==> src/rtl/ucsbece154a_rfwarb.sv <==
// Register-file write-port arbiter (pipeline vs multi-cycle unit) with pending-M scoreboard.
// Optional forwarding from the write register: define UCSBECE154A_RFARB_FWD_EN.
module ucsbece154a_rfwarb #(
    parameter int STARVE_MAX = 3
) (
    input  logic        clk,
    input  logic        reset,
    input  logic        p_valid_i,
    input  logic [4:0]  p_a_i,
    input  logic [31:0] p_wd_i,
    output logic        p_ready_o,
    input  logic        m_valid_i,
    input  logic [4:0]  m_a_i,
    input  logic [31:0] m_wd_i,
    output logic        m_ready_o,
    input  logic        iss_valid_i,
    input  logic [4:0]  iss_a_i,
    input  logic [4:0]  chk_a1_i,
    input  logic [4:0]  chk_a2_i,
    output logic        hazard_o,
    output logic        fwd1_o,
    output logic        fwd2_o,
    output logic        we3_o,
    output logic [4:0]  a3_o,
    output logic [31:0] wd3_o
);

    localparam logic [3:0] SMAX = 4'(STARVE_MAX);

    logic [3:0]  starve_q, starve_d;
    logic [31:1] pending_q, pending_d;
    logic        m_inflight_q, m_inflight_d;
    logic        we3_q, we3_d;
    logic [4:0]  a3_q, a3_d;
    logic [31:0] wd3_q, wd3_d;
    logic        force_m;
    logic [31:0] pend_w;

    assign pend_w = {pending_q, 1'b0};

    always_comb begin
        force_m   = m_valid_i & (starve_q == SMAX);
        p_ready_o = p_valid_i & ~force_m;
        m_ready_o = m_valid_i & (force_m | ~p_valid_i);
    end

    always_comb begin
        starve_d     = starve_q;
        we3_d        = 1'b0;
        a3_d         = a3_q;
        wd3_d        = wd3_q;
        m_inflight_d = 1'b0;
        if (!m_valid_i || m_ready_o) begin
            starve_d = 4'd0;
        end else if (starve_q != SMAX) begin
            starve_d = starve_q + 4'd1;
        end
        if (p_ready_o) begin
            we3_d = (p_a_i != 5'd0);
            a3_d  = p_a_i;
            wd3_d = p_wd_i;
        end else if (m_ready_o) begin
            we3_d        = (m_a_i != 5'd0);
            a3_d         = m_a_i;
            wd3_d        = m_wd_i;
            m_inflight_d = (m_a_i != 5'd0);
        end
    end

    // Retire clears first so a same-edge issue to that register wins.
    always_comb begin
        pending_d = pending_q;
        for (int i = 1; i < 32; i++) begin
            if (m_inflight_q && we3_q && a3_q == 5'(i)) begin
                pending_d[i] = 1'b0;
            end
            if (iss_valid_i && iss_a_i == 5'(i)) begin
                pending_d[i] = 1'b1;
            end
        end
    end

    always_ff @(posedge clk) begin
        if (reset) begin
            starve_q     <= 4'd0;
            pending_q    <= '0;
            m_inflight_q <= 1'b0;
            we3_q        <= 1'b0;
            a3_q         <= 5'd0;
            wd3_q        <= 32'd0;
        end else begin
            starve_q     <= starve_d;
            pending_q    <= pending_d;
            m_inflight_q <= m_inflight_d;
            we3_q        <= we3_d;
            a3_q         <= a3_d;
            wd3_q        <= wd3_d;
        end
    end

`ifdef UCSBECE154A_RFARB_FWD_EN
    always_comb begin
        fwd1_o = m_inflight_q & we3_q & (a3_q == chk_a1_i) & (chk_a1_i != 5'd0);
        fwd2_o = m_inflight_q & we3_q & (a3_q == chk_a2_i) & (chk_a2_i != 5'd0);
    end
`else
    assign fwd1_o = 1'b0;
    assign fwd2_o = 1'b0;
`endif

    assign hazard_o = (pend_w[chk_a1_i] & ~fwd1_o) | (pend_w[chk_a2_i] & ~fwd2_o);

    assign we3_o = we3_q;
    assign a3_o  = a3_q;
    assign wd3_o = wd3_q;

`ifdef SIM
    always @(posedge clk) begin
        if (!reset && iss_valid_i && iss_a_i != 5'd0 && pend_w[iss_a_i]) begin
            $warning("rfwarb: issue to already-pending x%0d", iss_a_i);
        end
    end
`endif

endmodule

==> config.mk <==
export PLATFORM = sky130hd
export DESIGN_NAME = ucsbece154a_rfwarb
export DESIGN_NICKNAME = d
export VERILOG_FILES = /design/src/rtl/ucsbece154a_rfwarb.sv
export SDC_FILE = /design/constraint.sdc
export NUM_CORES = 1
export LEC_CHECK = 0
export ABC_CLOCK_PERIOD_IN_PS = 2000
export CAP_MARGIN = 0
export CORE_MARGIN = 1.5
export CORE_UTILIZATION = 45
export CTS_CLUSTER_DIAMETER = 80
export DETAILED_ROUTE_END_ITERATION = 6
export GPL_TIMING_DRIVEN = 1
export PLACE_DENSITY = 0.81
export SYNTH_ARGS = -nofsm -noshare
export SYNTH_HDL_FRONTEND = slang
export SYNTH_SLANG_ARGS = --single-unit
==> constraint.sdc <==
create_clock -name clk -period 2 [get_ports clk]
set_clock_uncertainty 0.05 [all_clocks]
set_input_delay 0.2 -clock clk [delete_from_list [all_inputs] [get_ports clk]]
set_output_delay 0.2 -clock clk [all_outputs]
set_load 0.05 [all_outputs]
* Yosys cells after proc, flatten, opt, wreduce, memory -nomap -nowiden
Cells that the tools add are included.
** Word-level totals
- Register bits :: 74
- Input port bits :: 94
- Output and inout port bits :: 43
- Logic and storage cells :: 283
** Operators by class
- $add $sub $neg :: 1
- Magnitude comparators :: 2
- Equality and inequality tests :: 64
- Muxes and demuxes :: 72
- Bitwise gates (word level) :: 7
- Reductions and logical operators :: 101
** Operators with widths (count)
- $eq A5 B5 Y1 const B :: 32
- $eq A5 B4 Y1 const B :: 16
- $mux W1 :: 66
- $mux W32 :: 2
- $reduce_bool A2 Y1 :: 32
- $logic_and A1 B1 Y1 :: 63
- $eq A5 B3 Y1 const B :: 8
- $eq A5 B2 Y1 const B :: 4
- $lt A5 B6 Y1 const B :: 2
- $bmux W1 S5 :: 2
- $eq A5 B1 Y1 const B :: 2
- $mux W5 :: 2
- $reduce_bool A5 Y1 :: 2
- $add A4 B1 Y4 const B :: 1
- $eq A4 B2 Y1 const B :: 1
- $ne A4 B2 Y1 const B :: 1
- $reduce_or A2 Y1 :: 2
- $and A1 B1 Y1 :: 3
- $not A1 Y1 :: 2
- $or A1 B1 Y1 :: 2
- $logic_not A1 Y1 :: 1
- $logic_or A1 B1 Y1 :: 1

* Longest topological paths before layout
- Word-level depth :: 6
- Mapped depth :: 8
- Mapped depth without buffers :: 7

* Worst setup path after synthesis
Ideal clock, no wire load.
- Kind :: input to output
- Start point :: in chk_a2_i[1]
- End point :: out hazard_o
- Data arrival time :: 1753 ps
- Data required time :: 1750 ps
- Path slack :: -3 ps
- Stages on the path :: 6
- Path buffers :: 1
- Path through :: buf_2 mux4_1 mux2i_1 nor3b_1 a31oi_1 o2111ai_1
** Between the ends
- Cells in the longest elaborated chain, start to end :: 3
** RTL lines
- from (decl) :: line 19 : input logic [4:0] chk_a2_i,
- $bmux W1 S5 :: line 111 : assign hazard_o = (pend_w[chk_a1_i] & ~fwd1_o) | (pend_w[chk_a2_i] & ~fwd2_o);
- $mux W1 (not written as such) :: line 111
- $or A1 B1 Y1 :: line 111
- to (decl) :: line 20 : output logic hazard_o,
No other way between the ends. The select of a mux whose other input is x is not followed.

* Final worst setup path
- Start point :: reg pending_q[23] in the netlist's numbering
- End point :: out hazard_o
** Between the ends
- Cells in the longest elaborated chain, start to end :: 3
- Elaborated cells between the ends (all ways) :: 5
- Those cells by class :: 4 x mux; 1 x bitwise
** RTL lines
- from (decl) :: line 31 : logic [31:1] pending_q, pending_d;
- from (signal assigned) :: line 93 : pending_q <= pending_d;
- $bmux W1 S5 :: line 111
- $mux W1 (not written as such) :: line 111
- $or A1 B1 Y1 * :: line 111
Every way passes the cells marked *; elsewhere a longest branch is shown, timed or not. The select of a mux whose other input is x is not followed.

==> results by group <==
Yosys
  – Synth async-reset ratio: 0%
  – Area leader, netlist: dfxtp_1
  – Synth Area in Simple Gates: between 10% and 20%
  – Sequential fraction of the synthesis area: 39.3%
  – Post-synthesis register bit count: 74
  – Mapped Cells: roughly 420
  – Compound-Gate Fraction of Synth Area: 17.5%
  – Post-synth top cells: dfxtp_1 (74), nor2_1 (51), mux2i_1 (41)
  – Yosys top cell area share: between 30% and 40%
  – Post-synthesis adder-cell area fraction: less than 1%
  – Count leader, synth: dfxtp_1
  – Netlist cell types: 39
  – Number of synthesized flops with an enable pin: 0
  – XOR/XNOR share of the synthesized area: less than 1%
  – Main synth FF type: dfxtp_1
  – Top cells by area, synth: dfxtp_1 (39%), mux2i_1 (11%), a211oi_1 (7.4%), nor2_1 (5.1%), mux4_2 (4.8%)
  – Post-synth design cell area: ~3800 um2
  – Mux cell area share after synthesis: about a fifth
  – Main combinational cell family by area after synthesis: multiplexers
  – Syn Area/Cell: 9.03 um2
  – Ys Warns: 0

STA
  – F_max: roughly 0.46 GHz
  – Max Slew Vio Count: 0
  – Worst slew pin tran: approximately 550 ps
  – Hold_ws: 203 ps
  – Worst slew margin: about 63%
  – Setup TNS: -158 ps
  – Fin worst setup slack: -158 ps
  – RSZ-0062 raised after global routing: yes
  – Final Hold Vio Count: 0
  – Minimum clock period: around 2200 ps
  – Setup Viol. Count Final: 1
  – Final worst path period share: 108%

Clock tree
  – Clk buf depth: 2
  – CTS clk-pin slew, worst paths: roughly 80 ps
  – CTS buffer count: 9
  – Clock root buffer: clkbuf_8
  – Worst-Skew Late Latency: 350 ps
  – Total clock sinks: between 70 and 80
  – CTS tree: built
  – H-tree depth: 3

Worst setup path
  – Crit path cell chain: mux4_2, mux2_4, a31oi_4, o2111ai_2, buf_6
  – CP bufs+invs: 1
  – CP max FO: 3
  – CP Data Required Time: 1750 ps
  – Worst EP arrival: about 1900 ps
  – Startpoint types: register
  – Worst path max stage delay: 470 ps
  – WS Path Type: reg -> out
  – CP Capture Type: output pin
  – Slowest stage cell, crit path: mux4_2
  – Critical path's top delay family: multiplexers

Placed design
  – Port Buffers: roughly 130
  – DPL Wire Length: 8330 um
  – Gpl congestion: between 0.9 and 1
  – Pre-CTS setup slack: -372 ps

Detailed routing
  – Iter 0 DRT Violations: roughly 160
  – Vias per cell: between 5 and 6
  – Drt drc: 0
  – Drt pass-1 iters: 5
  – Mean routed wirelength per cell: 16.6 um
  – Antenna-violating nets left: 0
  – WL final: 11100 um
  – Routed vias: about 3700

Die
  – Num rows: 33
  – Top Ports: approximately 140
  – Die Y: between 90 and 100 um
  – Die X: 94.5 um
  – Die area: between 8000 and 9000 um2
  – CORE AREA: 8180 um2
  – Starting density of the core: between 40 and 50%

Finish
  – Nets: 651
  – Number of fill cells: approximately 650
  – Ant. Diodes: 0
  – Layout cells sized above 1: 14.1%
  – Post-synthesis to final-layout area growth: 47.9%
  – Utilization after layout: 68.1%

Global route
  – Initial antenna violation count: 0
  – First-pass GRT wire length: between 15000 and 20000 um
  – GRT overflow: 0
  – Gr usage total: between 20% and 30%
  – Vias in the first global route: around 3700
  – Largest net degree at the start of global routing: 57

Power and ir drop
  – Power Density: 682 nW/um2
  – Combinational share of power: between 20% and 30%
  – Switching power: approximately 1100 uW
  – Clock power share: around 35%
  – Pwr Total: 3800 uW
  – Sw frac: approximately 29%
  – Pint: 2690 uW
  – Lkg Pwr: 0.00212 uW
  – Worst IR Drop VDD: 0.000395 V
  – Sequential cell fraction of total power: a little over two fifths

Job
  – Max-cap violations: 0

Worst hold path
  – Min-delay worst type: in -> reg

Outcome
  – Outcome: finished with violations
  – Violated checks: setup timing
placed cells by master, fill, tap and decap left out, drive strengths merged, types with 10 or more instances in the layout:
cell	n
mux4	14
a21oi	34
nand2	34
dfxtp	74
nand3	12
mux2i	41
clkdlybuf4s50	123
o21ai	33
buf	32
nor2b	10
nor2	51
clkbuf	10
a211oi	37
flip-flops by register name, indices dropped and copies added (netlist names):
signal / cells
wd3_o: 32
a3_o: 5
m_inflight_q: 1
pending_q: 31
starve_q: 4
we3_o: 1
metrics by stage:
step                      std cells  area [um2]
after global placement          648        5280
after CTS                       666        5550
after detailed placement        648        5280
final                           666        5570
after floorplan                 418        3780
after global routing            666        5570
power groups by stage:
stage	Combinational [uW]	Clock (uW)	Sequential [uW]
5_1_grt	947	1400	1600
2_1_floorplan	297	0	1810
3_5_place_dp	886	0	1620
4_1_cts	894	1330	1590
6_report	895	1310	1590
3_3_place_gp	871	0	1620
worst register-to-register path, delay by kind of cell (launching register included):
kind,cells,cell delay (ps)
AO/OA/AOI/OAI,1,210
AND/OR/NAND/NOR,4,500
buffers and inverters,1,240
adder cells (fa/ha/maj),1,190
flip-flops,1,360
path summary, 6_finish.rpt:
path | to | depth (start not counted) | slack (ps) | startpoint
setup / recovery | hazard_o | 5 | -160 | pending_q[23]
hold / removal | wd3_o[24] | 2 | 200 | reset
setup reg to reg | wd3_o[8] | 7 | 380 | starve_q[0]
hold reg to reg | pending_q[13] | 2 | 460 | pending_q[13]
cells by family (layout without fill, tap and decap cells):
kind of cell | count (synthesis) | in the layout
and+or+nand+nor | 137 | 137
AOI/OAI and AO/OA | 110 | 110
DFF | 74 | 74
muxes | 57 | 57
buffers and inverters | 35 | 178
xor gates and xnor gates | 2 | 2
adders and majority gates | 1 | 1
other | 1 | 2
final cells by class:
| cell class | instances | area [um2] | share of cell area, % |
|---|---|---|---|
| clock buffer | 10 | 138 | 2.47 |
| sequential | 74 | 1490 | 26.8 |
| timing repair buffer | 160 | 1560 | 28.0 |
| multi-input combinational | 309 | 2150 | 38.6 |
| inverter | 2 | 7.51 | 0.135 |
| clock inverter | 6 | 90.1 | 1.62 |
| tap | 105 | 131 | 2.36 |
what timing repair did:
| action | 4_1_cts | 5_1_grt |
|---|---|---|
| gates resized for setup | 18 | 11 |
| hold buffers | 0 | 0 |
| endpoints found under the setup margin | 3 | 3 |
| pin swaps | 5 | 0 |
| setup buffers | 2 | 0 |
layer usage:
| layer | vias up | global-route usage (%) | routed length [um] | share of wire [%] |
|---|---|---|---|---|
| li1 | 1790 | - | - | - |
| met1 | 1720 | 27.0 | 4250 | 38 |
| met2 | 182 | 44.2 | 5460 | 49 |
| met3 | 25 | 9.34 | 1060 | 9.6 |
| met4 | 0 | 10.9 | 296 | 2.7 |
| met5 | - | 0 | 0 | 0 |
Note: power is estimated with default switching activity, not from simulation.
